**src/rtl/serial_mag_comp.sv**
```systemverilog
// serial_mag_comp
//   Multi-cycle magnitude comparator. Captures A/B on an accepted start and
//   compares them MSB-first, DIGIT bits per clock, stopping at the first
//   differing digit. Signed operands are mapped to offset binary at capture
//   (MSB inverted) so the same unsigned digit compare serves both modes.
//
// Ports
//   clk          rising-edge clock
//   rst          asynchronous active-high reset
//   start        request a comparison (ignored while busy)
//   A, B         WIDTH-bit operands, sampled on an accepted start
//   signed_mode  1 = two's complement, 0 = unsigned, sampled with operands
//   busy         comparison in progress
//   done         one-cycle pulse when Eq/Lt/Gt update
//   Eq, Lt, Gt   registered result flags, held until the next completion
//
// state | meaning
// IDLE  | waiting for start; result flags hold the last outcome
// RUN   | comparing digit idx_q of the latched operands

module serial_mag_comp #(
  parameter int WIDTH = 8,
  parameter int DIGIT = 1
) (
  input  logic             clk,
  input  logic             rst,
  input  logic             start,
  input  logic [WIDTH-1:0] A,
  input  logic [WIDTH-1:0] B,
  input  logic             signed_mode,
  output logic             busy,
  output logic             done,
  output logic             Eq,
  output logic             Lt,
  output logic             Gt
);

  localparam int NDIG = WIDTH / DIGIT;
  localparam int IW   = (NDIG > 1) ? $clog2(NDIG) : 1;
  localparam logic [IW-1:0]    LAST     = IW'(NDIG - 1);
  localparam logic [WIDTH-1:0] MSB_MASK = WIDTH'(1) << (WIDTH - 1);

  localparam logic [0:0] IDLE = 1'b0;
  localparam logic [0:0] RUN  = 1'b1;

  generate
    if (WIDTH < 1 || DIGIT < 1 || (WIDTH % DIGIT) != 0) begin : g_bad_params
      $error("serial_mag_comp: DIGIT must be >= 1 and divide WIDTH exactly");
    end
  endgenerate

  logic [0:0]       state_q;
  logic [IW-1:0]    idx_q;
  logic [WIDTH-1:0] a_q;
  logic [WIDTH-1:0] b_q;
  logic             done_q;
  logic             eq_q;
  logic             lt_q;
  logic             gt_q;

  logic [WIDTH-1:0] a_sh;
  logic [WIDTH-1:0] b_sh;
  logic [DIGIT-1:0] a_dig;
  logic [DIGIT-1:0] b_dig;

  // Shift the current digit up to the top so the select stays constant.
  always_comb begin
    a_sh  = a_q << (idx_q * DIGIT);
    b_sh  = b_q << (idx_q * DIGIT);
    a_dig = a_sh[WIDTH-1 -: DIGIT];
    b_dig = b_sh[WIDTH-1 -: DIGIT];
  end

  always_ff @(posedge clk or posedge rst) begin
    if (rst) begin
      state_q <= IDLE;
      idx_q   <= '0;
      a_q     <= '0;
      b_q     <= '0;
      done_q  <= 1'b0;
      eq_q    <= 1'b0;
      lt_q    <= 1'b0;
      gt_q    <= 1'b0;
    end else begin
      done_q <= 1'b0;
      case (state_q)
        IDLE: begin
          if (start) begin
            a_q     <= A ^ (signed_mode ? MSB_MASK : '0);
            b_q     <= B ^ (signed_mode ? MSB_MASK : '0);
            idx_q   <= '0;
            state_q <= RUN;
          end
        end
        RUN: begin
          if (a_dig != b_dig) begin
            gt_q    <= (a_dig > b_dig);
            lt_q    <= (a_dig < b_dig);
            eq_q    <= 1'b0;
            done_q  <= 1'b1;
            state_q <= IDLE;
          end else if (idx_q == LAST) begin
            gt_q    <= 1'b0;
            lt_q    <= 1'b0;
            eq_q    <= 1'b1;
            done_q  <= 1'b1;
            state_q <= IDLE;
          end else begin
            idx_q <= idx_q + IW'(1);
          end
        end
        default: state_q <= IDLE;
      endcase
    end
  end

  assign busy = (state_q == RUN);
  assign done = done_q;
  assign Eq   = eq_q;
  assign Lt   = lt_q;
  assign Gt   = gt_q;

endmodule
```
**config.mk**
```make
export PLATFORM = sky130hd
export DESIGN_NAME = serial_mag_comp
export DESIGN_NICKNAME = d
export VERILOG_FILES = /design/src/rtl/serial_mag_comp.sv
export SDC_FILE = /design/constraint.sdc
export NUM_CORES = 1
export LEC_CHECK = 0
export CAP_MARGIN = 0
export CORE_MARGIN = 2
export CORE_UTILIZATION = 40
export CTS_CLUSTER_DIAMETER = 30
export DETAILED_ROUTE_END_ITERATION = 16
export DONT_BUFFER_PORTS = 1
export SYNTH_ARGS = -nofsm -noshare
export SYNTH_HDL_FRONTEND = slang
export SYNTH_SLANG_ARGS = --single-unit
```
**constraint.sdc**
```tcl
create_clock -name clk -period 4.83 [get_ports clk]
set_input_delay 0.483 -clock clk [delete_from_list [all_inputs] [get_ports clk]]
set_output_delay 0.483 -clock clk [all_outputs]
set_load 0.01 [all_outputs]
```
==> metrics.txt <==
Post-Synth Simple-Gate Area=2.97%; Finish-stage setup viols=0; Die X=56.3 um; Yosys top cell area share=54.9%; Synth Area in Adders=4.57%; top_reg_cell synth=dfrtp_1; DRT Pass-1 Iters=3; Worst Setup Slack post-DPL=2.34 ns; LEAKAGE=~0.53 nW; asr flop ratio synth=100%; Area Overhead vs Synth=8.00%; initial antenna violation count=0; drt total wl=around 1700 um; FMAX=0.400 GHz; setup ws final=2.33 ns; placed instance count=101; Slew headroom=40.1%; number of global-route vias before repair=604; via count=between 500 and 600; Vias/cell=5.52; Synth Net Count=96; CTS root buf=clkbuf_4; Worst-path clk slew=0.14 ns; RR Startpoint=idx_q[0]; DRC=0; flop-to-flop setup slack=2.33 ns; DRT iter0 DRCs=1; all-layer global routing usage=11.8%; ranking of synthesized cells by area=dfrtp_1, mux2_2, mux4_1; fill cell count=240; power density cells=about 720 nW/um^2; routability cong.=0.731; most common cell in the netlist=dfrtp_1; Synth Area per Inst=15.2 sq um; Worst Path Class, Setup=reg -> reg; Die ar.=3170 sq um; max-slew violation count=0; Cells after Synth=72; VDD IR-drop max=0.316 mV; unrepaired setup endpoints after global routing=no; nets=100; Reg-to-Reg End=Gt; Worst Tran Pin Value=0.897 ns; Num CTS Buffers=3; critical path arrival=around 2.7 ns; clock buffer depth=2; gr ovfl total=0; mux cell area share after synthesis=30.9%; sequential fraction of the synthesis area=between 50% and 60%; DIE HEIGHT=56.3 um; Total Power Consumption=0.000855 W; # IOs=25; CP Launch Point=idx_q[0]; initial core utilization=43.0%; fin crit share=51.8%; final setup TNS=0 ns; post-synth top area cell=dfrtp_1; Critical Path Start Type=flop; number of synthesized flops with an enable pin=0; setup bufs post-CTS=0; # diodes=0; Data required, critical path=~5.1 ns; H-tree depth=1; Hold Path Class=in -> async; hold buffer count at cts=0; area occupied by multi-input gates=~470 sq um; largest net degree at the start of global routing=25; first-pass GRT wire length=2830 um; Worst setup EP type=flop; Synth Area in Compound Gates=2.51%; post-synth design cell area=1090 sq um; max cap viols=0; CP Max Fanout=6; Fin Clk Skew=0.0118 ns; largest family of logic cells by synthesized area=multiplexers; status=finished, final reports clean; share of post-route cells with drive strength above 1=just over 30%; post-route ant nets=0; Clock Sinks=24; WL/cell=16.0 um; final hold vios=0; Final Critical Period=2.50 ns; Yosys reg bits=24; Clock Latency Late Sink=0.32 ns; Yosys warnings=0; synth unique cells=14; CTS tree=yes; Cell Rows=18; Post-synth top cells=dfrtp_1, mux2_2, inv_1, ha_1, mux4_1; I/O Buffers=0; Setup crit end=Gt; Core Area=2540 sq um; Register Area=601 sq um; R2R depth=7; Post-Layout Cell Count=~110; XOR/XNOR share of the synthesized area=1.60%; # resized after CTS=0; post-layout util=between 40% and 50%
-- worst min path at each step --
stage,cells past startpoint,endpoint
2_1_floorplan,1,a_q[3]
3_3_place_gp,1,a_q[6]
3_5_place_dp,1,b_q[2]
4_1_cts,1,idx_q[2]
5_1_grt,1,a_q[0]
6_report,1,b_q[0]
-- power breakdown --
part / leakage, nW / internal, W / switching [W]
logic: 0.216 / 0.000204 / 0.000132
clock network: 0.0279 / 0.0000840 / 0.0000632
registers: 0.288 / 0.000300 / 0.0000716
-- placed cells by master (no fill, tap or decap), types with 2 or more instances in the layout --
| master | instances |
|---|---|
| a21oi_1 | 2 |
| a22o_1 | 2 |
| clkbuf_4 | 3 |
| dfrtp_1 | 24 |
| ha_1 | 4 |
| inv_1 | 5 |
| mux2_2 | 18 |
| mux2i_1 | 3 |
| mux4_1 | 4 |
| nor2_1 | 2 |
| nor2b_1 | 2 |
| xnor2_1 | 2 |
-- cells by family after synthesis --
group | count (synthesis)
AO/OA/AOI/OAI | 4
XOR/XNOR | 2
adder cells (fa/ha/maj) | 4
buffers and inverters | 7
flip-flops | 24
multiplexers | 25
AND/OR/NAND/NOR | 6
-- sequential cells by signal, indices dropped and copies added (netlist names) --
name   flops
Eq         1
busy       1
Lt         1
b_q        8
done       1
a_q        8
Gt         1
idx_q      3
-- final cells by class --
type / instances / share of cell area (%)
Inverter: 5 / 1.59
Sequential cell: 24 / 50.8
Multi-Input combinational cell: 41 / 39.4
Clock inverter: 1 / 2.54
Tap cell: 30 / 3.17
Timing Repair Buffer: 1 / 0.635
Clock buffer: 3 / 1.90
-- through the flow --
stage / instance area (sq um) / hold slack (ns)
2_1_floorplan: 1090 / 0.472
3_3_place_gp: 1130 / 0.484
3_5_place_dp: 1130 / 0.492
4_1_cts: 1180 / 0.253
5_1_grt: 1180 / 0.271
6_report: 1180 / 0.221
-- layer usage --
layer / track usage (%) / vias up / wire [um]
li1: - / 267 / -
met1: 14.0 / 293 / 745
met2: 19.0 / 15 / 784
met3: 3.00 / 5 / 102
met4: 7.14 / 0 / 45
met5: 0 / - / 0
-- worst max-delay path, stage by stage, from the launching register on --
cell	delay, ns
dfrtp_1	0.52
mux4_1	0.59
mux2i_1	0.19
inv_1	0.06
ha_1	0.29
nor2b_1	0.18
nand2b_1	0.21
mux2_2	0.35
Note: power is estimated with default switching activity, not from simulation.
